## src/rtl/logic_pkg.sv

```systemverilog
// Shared definitions for the bitwise gate family: fold operation codes and
// the accumulator state encoding.
package logic_pkg;

    typedef enum logic [1:0] {
        MODE_OR  = 2'b00,
        MODE_AND = 2'b01,
        MODE_XOR = 2'b10,
        MODE_NOR = 2'b11
    } mode_e;

    typedef enum logic {
        ST_ACC = 1'b0,
        ST_OUT = 1'b1
    } state_e;

endpackage

```

## src/rtl/bitwise_accumulator_if.sv

```systemverilog
// Producer/consumer handshake bundle for bitwise_accumulator; the slave
// modport is the accumulator, the master modport is the surrounding logic.
interface bitwise_accumulator_if #(
    parameter int WIDTH   = 16,
    parameter int MAX_LEN = 8
);
    localparam int CW = $clog2(MAX_LEN + 1);

    logic             in_valid;
    logic             in_ready;
    logic [WIDTH-1:0] in_data;
    logic             in_last;
    logic [1:0]       mode;
    logic             out_valid;
    logic             out_ready;
    logic [WIDTH-1:0] out_data;
    logic [CW-1:0]    out_count;
    logic             out_trunc;

    modport slave (
        input  in_valid, in_data, in_last, mode, out_ready,
        output in_ready, out_valid, out_data, out_count, out_trunc
    );

    modport master (
        output in_valid, in_data, in_last, mode, out_ready,
        input  in_ready, out_valid, out_data, out_count, out_trunc
    );
endinterface

```

## src/rtl/bitwise_op.sv

```systemverilog
// Generalised two-input gate: y = a OP b for OR, AND, XOR, NOR.
module bitwise_op
    import logic_pkg::*;
#(
    parameter int WIDTH = 16
) (
    input  mode_e            mode,
    input  logic [WIDTH-1:0] a,
    input  logic [WIDTH-1:0] b,
    output logic [WIDTH-1:0] y
);

    always_comb begin
        y = '0;
        unique case (mode)
            MODE_OR:  y = a | b;
            MODE_AND: y = a & b;
            MODE_XOR: y = a ^ b;
            MODE_NOR: y = ~(a | b);
            default:  y = '0;
        endcase
    end

endmodule

```

## src/rtl/bitwise_accumulator.sv

```systemverilog
// Folds a burst of words into one word with OR/AND/XOR/NOR and hands the
// result, beat count and truncation flag to a consumer.
module bitwise_accumulator
    import logic_pkg::*;
#(
    parameter int WIDTH   = 16,
    parameter int MAX_LEN = 8
) (
    input  logic                  clk,
    input  logic                  reset,
    bitwise_accumulator_if.slave  bus
);

    localparam int CW = $clog2(MAX_LEN + 1);

    state_e           state_q, state_d;
    logic             first_q;
    logic [WIDTH-1:0] acc_q;
    mode_e            mode_q;
    logic [CW-1:0]    cnt_q;
    logic [WIDTH-1:0] out_data_q;
    logic [CW-1:0]    out_count_q;
    logic             out_trunc_q;

    logic             in_ready_w, out_valid_w;
    logic             beat, close, out_hs;
    mode_e            mode_eff, fold_mode;
    logic [WIDTH-1:0] op_y, fold;
    logic [CW-1:0]    cnt_next;

    assign in_ready_w  = (state_q == ST_ACC);
    assign out_valid_w = (state_q == ST_OUT);
    assign beat        = bus.in_valid & in_ready_w;
    assign out_hs      = out_valid_w & bus.out_ready;

    // NOR folds as OR and is inverted once when the result is captured.
    assign mode_eff  = first_q ? mode_e'(bus.mode) : mode_q;
    assign fold_mode = (mode_eff == MODE_NOR) ? MODE_OR : mode_eff;

    bitwise_op #(.WIDTH(WIDTH)) u_op (
        .mode (fold_mode),
        .a    (acc_q),
        .b    (bus.in_data),
        .y    (op_y)
    );

    assign fold     = first_q ? bus.in_data : op_y;
    assign cnt_next = first_q ? CW'(1) : cnt_q + CW'(1);
    assign close    = beat & (bus.in_last | (cnt_next == CW'(MAX_LEN)));

    always_comb begin
        state_d = state_q;
        unique case (state_q)
            ST_ACC:  if (close)  state_d = ST_OUT;
            ST_OUT:  if (out_hs) state_d = ST_ACC;
            default: state_d = ST_ACC;
        endcase
    end

    always_ff @(posedge clk or posedge reset) begin
        if (reset) begin
            state_q     <= ST_ACC;
            first_q     <= 1'b1;
            acc_q       <= '0;
            mode_q      <= MODE_OR;
            cnt_q       <= '0;
            out_data_q  <= '0;
            out_count_q <= '0;
            out_trunc_q <= 1'b0;
        end else begin
            state_q <= state_d;
            if (beat) begin
                acc_q   <= fold;
                cnt_q   <= cnt_next;
                first_q <= 1'b0;
                if (first_q) mode_q <= mode_e'(bus.mode);
            end
            if (close) begin
                out_data_q  <= (mode_eff == MODE_NOR) ? ~fold : fold;
                out_count_q <= cnt_next;
                out_trunc_q <= ~bus.in_last;
            end
            if (out_hs) first_q <= 1'b1;
        end
    end

    assign bus.in_ready  = in_ready_w;
    assign bus.out_valid = out_valid_w;
    assign bus.out_data  = out_data_q;
    assign bus.out_count = out_count_q;
    assign bus.out_trunc = out_trunc_q;

endmodule

```

## src/flat_wrapper.sv

```systemverilog
// flat-port wrapper written by rule: the top's interface ports become plain ports
module bitwise_accumulator_flat import logic_pkg::*;
#(
    parameter int WIDTH   = 16,
    parameter int MAX_LEN = 8
)
  (clk, reset, bus_in_valid, bus_in_data, bus_in_last, bus_mode, bus_out_ready, bus_in_ready, bus_out_valid, bus_out_data, bus_out_count, bus_out_trunc);
  bitwise_accumulator_if #(.WIDTH(WIDTH), .MAX_LEN(MAX_LEN)) bus_i ();
  input  logic clk;
  input  logic reset;
  input wire logic [$bits(bus_i.in_valid)-1:0] bus_in_valid;
  input wire logic [$bits(bus_i.in_data)-1:0] bus_in_data;
  input wire logic [$bits(bus_i.in_last)-1:0] bus_in_last;
  input wire logic [$bits(bus_i.mode)-1:0] bus_mode;
  input wire logic [$bits(bus_i.out_ready)-1:0] bus_out_ready;
  output wire logic [$bits(bus_i.in_ready)-1:0] bus_in_ready;
  output wire logic [$bits(bus_i.out_valid)-1:0] bus_out_valid;
  output wire logic [$bits(bus_i.out_data)-1:0] bus_out_data;
  output wire logic [$bits(bus_i.out_count)-1:0] bus_out_count;
  output wire logic [$bits(bus_i.out_trunc)-1:0] bus_out_trunc;
  assign bus_i.in_valid = bus_in_valid;
  assign bus_i.in_data = bus_in_data;
  assign bus_i.in_last = bus_in_last;
  assign bus_i.mode = bus_mode;
  assign bus_i.out_ready = bus_out_ready;
  assign bus_in_ready = bus_i.in_ready;
  assign bus_out_valid = bus_i.out_valid;
  assign bus_out_data = bus_i.out_data;
  assign bus_out_count = bus_i.out_count;
  assign bus_out_trunc = bus_i.out_trunc;
  bitwise_accumulator #(.WIDTH(WIDTH), .MAX_LEN(MAX_LEN)) u_core (.clk(clk), .reset(reset), .bus(bus_i));
endmodule
```

## config.mk

```make
export PLATFORM = sky130hd
export DESIGN_NAME = bitwise_accumulator_flat
export DESIGN_NICKNAME = d
export VERILOG_FILES = /design/src/rtl/logic_pkg.sv /design/src/rtl/bitwise_accumulator_if.sv /design/src/rtl/bitwise_op.sv /design/src/rtl/bitwise_accumulator.sv /design/src/flat_wrapper.sv
export SDC_FILE = /design/constraint.sdc
export NUM_CORES = 1
export LEC_CHECK = 0
export ABC_AREA = 1
export CAP_MARGIN = 20
export CELL_PAD_IN_SITES_DETAIL_PLACEMENT = 1
export CELL_PAD_IN_SITES_GLOBAL_PLACEMENT = 2
export CORE_MARGIN = 4
export CORE_UTILIZATION = 34
export CTS_CLUSTER_DIAMETER = 50
export DETAILED_ROUTE_END_ITERATION = 6
export MAX_ROUTING_LAYER = met4
export PLACE_DENSITY = 0.93
export SYNTH_ARGS = -nofsm -noshare
export SYNTH_HDL_FRONTEND = slang
export SYNTH_SLANG_ARGS = --single-unit
```

## constraint.sdc

```tcl
create_clock -name clk -period 5.3 [get_ports clk]
set_input_delay 1.06 -clock clk [delete_from_list [all_inputs] [get_ports clk]]
set_output_delay 1.06 -clock clk [all_outputs]
set_load 0.01 [all_outputs]
```

==> impl_results.md, run 1 <==
- Cell area after synthesis: 0.003274 mm^2
- Total Nets Final: 537
- WL/cell: 15.83 um
- Final antenna-violating net count: 0
- Setup Skew: 0.007405 ns
- Logic pwr share: 0.626
- Post-synthesis register bit count: 45
- Placer Congestion: 0.7845
- CP startpoint kind: primary input
- GRT overflow: 0
- Final min period: 3.282 ns
- DP Worst Slack: 1.471 ns
- Synthesized Nets: 506
- Final Util: 0.4229
- Vias per inst: 5.076
- Syn Inst Count: 446
- Period utilization: 0.6192
- Syn avg cell area: 7.342 um^2
- Worst-case clock buffer depth: 2
- Clock network power share: 0.109
- CTS Hold Buffers Added: 0
- Overall power: 2.243 mW
- Largest net degree at the start of global routing: 46
- First-pass GRT wire length: 16390 um
- Area growth syn-to-layout: 20.48%
- DR DRC count: 0
- Final HPWL DP: 6492 um
- Cell area after layout: 0.003945 mm^2
- Power per cell area: 568.5 mW/mm^2
- Die Wd: 106.1 um
- Sequential share of power: 0.265
- Full die area: 0.01126 mm^2
- Sink Count: 45
- WHS: 0.5100 ns
- Clock slew at reported path FFs: 0.09 ns
- Initial Util: 0.3510
- Pins over their slew limit: 0
- Area after detailed placement: 0.003769 mm^2
- Crit Path Class: primary input to flop
- Int Power: 1.176 mW
- Row Count: 35
- Detailed Route Iter0 Violations: 113
- Gr usage total: 0.1842
- Required @ worst endpoint: 5.50 ns
- Core area: 0.009328 mm^2
- Fraction of layout cells with a size suffix above 1: 0.07113
- Setup-failing EPs final: 0
- # H-tree levels: 2
- CP arrival: 3.48 ns
- Root buffer cell: clkbuf_8
- Unique cell type count in the Yosys netlist: 23
- Relative slew slack: 0.4783
- Final worst setup slack: 2.018 ns
- Setup bufs post-CTS: 0
- Worst min-delay path class: flop to flop
- Ant diodes: 0
- CTS tree: done
- Final WL: 9606 um
- Count of cells resized by post-cts repair: 0
- IO buf count: 45
- Sequential area share after synthesis: 0.3443
- Ys Warns: 0
- DR pass1 iterations: 4
- Max_cap viols: 0
- Vias: 3081
- Num ports: 46
- Finished Layout Cells: 607
- RSZ-0062 raised after global routing: false
- Fin Setup TNS: 0 ns
- Tightest Pin Transition: 0.7825 ns
- Most common library cell in the layout ignoring fill and taps: nand2_1
- Placed instance count: 596
- Most frequent cells in the layout: nand2_1, nand3_1, clkdlybuf4s50_1
- Net Sw Frac: 0.4759
- Final Hold Viols: 0
- Leakage power: 1.983 nW
- Outcome: complete, no violations
- Worst-path maximum fanout: 17
- Highest Clock Rate: 0.3047 GHz
- Maximum VDD drop: 0.0002805 V
- Vias in the first global route: 3340
- Switching power: 1.067 mW
- CP endpoint kind: flop
- Initial antenna violation count: 0
- Die Y: 106.1 um
- Worst skew pair latency: 0.30 ns
- CTS buffer count: 5
## synth_stat cells
cell type | count | area, um^2
nand2_1 | 136 | 510.5
nand3_1 | 76 | 380.4
inv_1 | 45 | 168.9
dfrtp_1 | 44 | 1101
ha_1 | 37 | 462.9
a21oi_1 | 34 | 170.2
o21ai_0 | 20 | 100.1
buf_2 | 15 | 75.07
nand3_2 | 10 | 100.1
clkbuf_1 | 7 | 26.28
nor2_1 | 4 | 15.01
nor2_4 | 3 | 33.78
buf_6 | 2 | 22.52
nand2_4 | 2 | 22.52
o21ai_1 | 2 | 10.01
or2_2 | 2 | 12.51
buf_1 | 1 | 3.750
buf_4 | 1 | 7.510
clkbuf_2 | 1 | 5.000
dfstp_2 | 1 | 26.28
inv_2 | 1 | 3.750
o211ai_1 | 1 | 7.510
xor2_1 | 1 | 8.760
## power by group through the flow
stage	Combinational (mW)	Sequential [mW]	Clock, mW
6_report	1.40	0.594	0.244
5_1_grt	1.61	0.616	0.268
4_1_cts	1.36	0.597	0.252
3_5_place_dp	1.35	0.602	0
3_3_place_gp	1.28	0.597	0
2_1_floorplan	0.908	0.610	0
## state kept, by name, indices dropped and copies added, names as in the netlist
register / cells
u_core.bus.out_count: 4
u_core.bus.out_valid: 1
u_core.acc_q: 16
u_core.cnt_q: 4
u_core.bus.out_trunc: 1
u_core.first_q: 1
u_core.bus.out_data: 16
u_core.mode_q: 2
## cell families after synthesis
group,count (synthesis),synth area share
buf+inv,73,0.09553
xor+xnor,1,0.002675
flops,45,0.3443
compound gates,57,0.08789
simple gates,233,0.3282
fa+ha+maj,37,0.1414
## per-layer routing
metal / GRT usage / share of wire / vias up / wire length [um]
li1: - / - / 1503 / -
met1: 0.2103 / 0.44 / 1537 / 4225
met2: 0.3452 / 0.53 / 37 / 5104
met3: 0.02307 / 0.022 / 4 / 214
met4: 0.03608 / 0.0064 / 0 / 61
met5: - / 0 / - / 0
## worst max-delay path, stage by stage
cell and delay [ns]:
clkdlybuf4s50_1 0.39, or2_2 0.28, o21ai_1 0.17, inv_1 0.11, ha_1 0.48, inv_1 0.64, nand3_1 0.18, nand3_2 0.11
nand2_1 0.05
## path summary, 6_finish.rpt
kind,from,to,slack (ns),cells after the start
worst max-delay path,bus_mode[0],u_core.bus.out_data[12],2.02,9
worst min-delay path,u_core.mode_q[1],u_core.mode_q[1],0.51,2
worst max register to register,u_core.first_q,u_core.bus.out_data[12],2.34,9
worst min register to register,u_core.mode_q[1],u_core.mode_q[1],0.51,2
max in group asynchronous,reset,u_core.first_q,3.65,3
min in group asynchronous,reset,u_core.bus.out_data[11],1.07,2
## cell type report
| type | instances | area, um^2 |
|---|---|---|
| well taps | 129 | 161.4 |
| flip-flops and latches | 45 | 1127 |
| multi-input cells | 328 | 1834 |
| inverters | 46 | 172.7 |
| clock inverters | 1 | 5.005 |
| clock buffers | 7 | 96.34 |
| fillers | 1166 | 5383 |
| repair buffers | 51 | 548.0 |
Power figures use the tool's default switching activity.
==> run 2, diff against run 1 <==
Settings changed: CORE_UTILIZATION 34 to 28, PLACE_DENSITY 0.93 to 0.83.
Clock period 5.3 ns to 2.7 ns, I/O delays scaled along.
==> run 2 against run 1 <==
Cell area is 3.1% higher. Critical path depth is 3 higher. Clock skew is 0.00061 ns lower. Hold slack worse by 0.0016 ns. Critical endpoint is now u_core.acc_q[15]. Clock power rose to 2.7 times the previous value. Routed wire length up 5.7%. Utilization down 6.7 points. Register-to-register slack lost 2.0 ns. First-iteration DRC count is 8.8% higher.
==> impl_results.md, run 2 (same netlist as run 1, synthesis figures left out) <==
- Crit-path cells: clkdlybuf4s50_1 > or2_2 > o21ai_1 > inv_1 > ha_1 > buf_12 > a21oi_1 > nand3_1 > nand2_1 > nand2_1 > nand2_1 > o21ai_0
- Core area: 0.01142 mm^2 (+22%)
- Setup Skew: 0.006792 ns (-0.0006130 ns)
- Leakage power: 2.030 nW (+2.4%)
- Initial antenna violation count: 0 (unchanged)
- DR pass1 iterations: 4 (unchanged)
- Worst-case clock buffer depth: 2 (unchanged)
- Count of cells resized by post-cts repair: 0 (unchanged)
- Max_cap viols: 0 (unchanged)
- Vias per inst: 4.930 (-2.9%)
- Detailed Route Iter0 Violations: 123 (+8.8%)
- Ant diodes: 0 (unchanged)
- Highest Clock Rate: 0.4207 GHz
- CTS Hold Buffers Added: 0 (unchanged)
- Worst min-delay path class: flop to flop
- Pins over their slew limit: 0 (unchanged)
- Overall power: 4.666 mW (+110%)
- CP startpoint kind: primary input
- Fin Setup TNS: 0 ns (unchanged)
- Hold path start: u_core.mode_q[1]
- Most common library cell in the layout ignoring fill and taps: nand2_1
- Slowest stage cell, crit path: clkdlybuf4s50_1
- Placer Congestion: 0.7209 (-8.1%)
- WHS Path Cells: 2 (unchanged)
- Largest net degree at the start of global routing: 41 (-11%)
- # H-tree levels: 2 (unchanged)
- Final Hold Viols: 0 (unchanged)
- CTS tree: done
- Row Count: 39 (+11%)
- Vias: 3091 (+0.32%)
- Outcome: complete, no violations
- Total Nets Final: 543 (+1.1%)
- Maximum VDD drop: 0.0004686 V (+67%)
- Gr usage total: 0.1661 (-0.01803)
- Worst-path maximum fanout: 32 (+15)
- Die Y: 116.1 um (+9.4%)
- IO buf count: 45 (unchanged)
- Final HPWL DP: 7037 um (+8.4%)
- Most frequent cells in the layout: nand2_1, nand3_1, clkdlybuf4s50_1
- Highest cell delay on the worst timing path: 0.39 ns (-0.25 ns)
- Worst skew pair latency: 0.29 ns (about the same)
- Setup bufs post-CTS: 0 (unchanged)
- Vias in the first global route: 3512 (+5.1%)
- Tightest Pin Transition: 0.5665 ns (-0.2160 ns)
- Final min period: 2.377 ns
- Final WL: 10150 um (+5.7%)
- CP arrival: 2.53 ns (-0.95 ns)
- Area growth syn-to-layout: 24.19%
- Root buffer cell: clkbuf_16
- Initial Util: 0.2868 (-0.06428)
- Met3 usage: 0.02487 (+0.001798)
- Crit Path Class: primary input to flop
- Placed instance count: 619 (+3.9%)
- Worst r2r path cells: 12 (+3)
- WL/cell: 16.19 um (+2.3%)
- Fillers: 1429 (+23%)
- Final antenna-violating net count: 0 (unchanged)
- Clock slew at reported path FFs: 0.07 ns (-0.02 ns)
- Worst R2R Setup Slack: 0.33 ns (-2.01 ns)
- Critical path's most frequent cell: nand2_1
- First-pass GRT wire length: 17190 um (+4.9%)
- Required @ worst endpoint: 2.86 ns (-2.64 ns)
- Worst flop-to-flop path startpoint: u_core.first_q
- Full die area: 0.01349 mm^2 (+20%)
- Fraction of layout cells with a size suffix above 1: 0.08264 (+0.01151)
- Finished Layout Cells: 627 (+3.3%)
- Period utilization: 0.8803
- Power per cell area: 1147 mW/mm^2 (+100%)
- RSZ-0062 raised after global routing: false
- CTS buffer count: 5 (unchanged)
- DR DRC count: 0 (unchanged)
- Relative slew slack: 0.6214 (+0.1431)
- Met1 Usage GRT: 0.1957 (-0.01463)
- Grt met2 use: 0.2988 (-0.04644)
- Busiest grt layer: met2
- Sink Count: 45 (unchanged)
- Die Wd: 116.1 um (+9.4%)
- GRT overflow: 0 (unchanged)
- CP endpoint kind: flop
- Num ports: 46 (unchanged)
- Crit path from: bus_mode[0]
- Setup-failing EPs final: 0 (unchanged)
[run 2: final timing paths]
check	end
max	u_core.acc_q[15]
min reg2reg	u_core.mode_q[1]
max in group asynchronous	u_core.bus.out_data[0]
min in group asynchronous	u_core.acc_q[5]
max reg2reg	u_core.acc_q[15]
min	u_core.mode_q[1]
[run 2: per-layer routing]
layer,vias to the layer above,share of wire
met5,-,0
li1,1515,-
met3,8,0.039
met1,1514,0.43
met2,54,0.52
met4,0,0.010
[run 2: stage by stage]
step | cell area (um^2) | util | setup WS (ns) | hold WS (ns)
finish | 4066 | 0.3561 | 0.3233 | 0.5084
global route | 4066 | 0.3561 | 0.1507 | 0.5460
CTS | 4066 | 0.3561 | 0.3039 | 0.5129
detailed placement | 3916 | 0.3430 | -0.0004228 | 0.4940
global placement | 3916 | 0.3430 | 0.1527 | 0.4902
floorplan | 3274 | - | 0.3683 | 0.4550
[run 2: where the power goes]
group	switching, mW	leakage, nW	total (mW)	internal, mW
Clock	0.300	0.0704	0.649	0.349
Sequential	0.187	0.562	1.16	0.976
Combinational	1.70	1.40	2.85	1.15
Total	2.19	2.03	4.67	2.48
[run 2: worst max-delay path, delay by kind of cell]
kind	cells	cell delay (ns)
buf+inv	3	0.69
simple gates	5	0.60
compound gates	3	0.44
fa+ha+maj	1	0.25
[run 2: cell type report]
cell class	instances	area, um^2	share of cell area
Inverter	46	172.7	0.04246
Tap cell	143	178.9	0.04400
Sequential cell	45	1127	0.2772
Clock inverter	3	25.02	0.006154
Timing Repair Buffer	57	603.1	0.1483
Clock buffer	5	125.1	0.03077
Multi-Input combinational cell	328	1834	0.4511
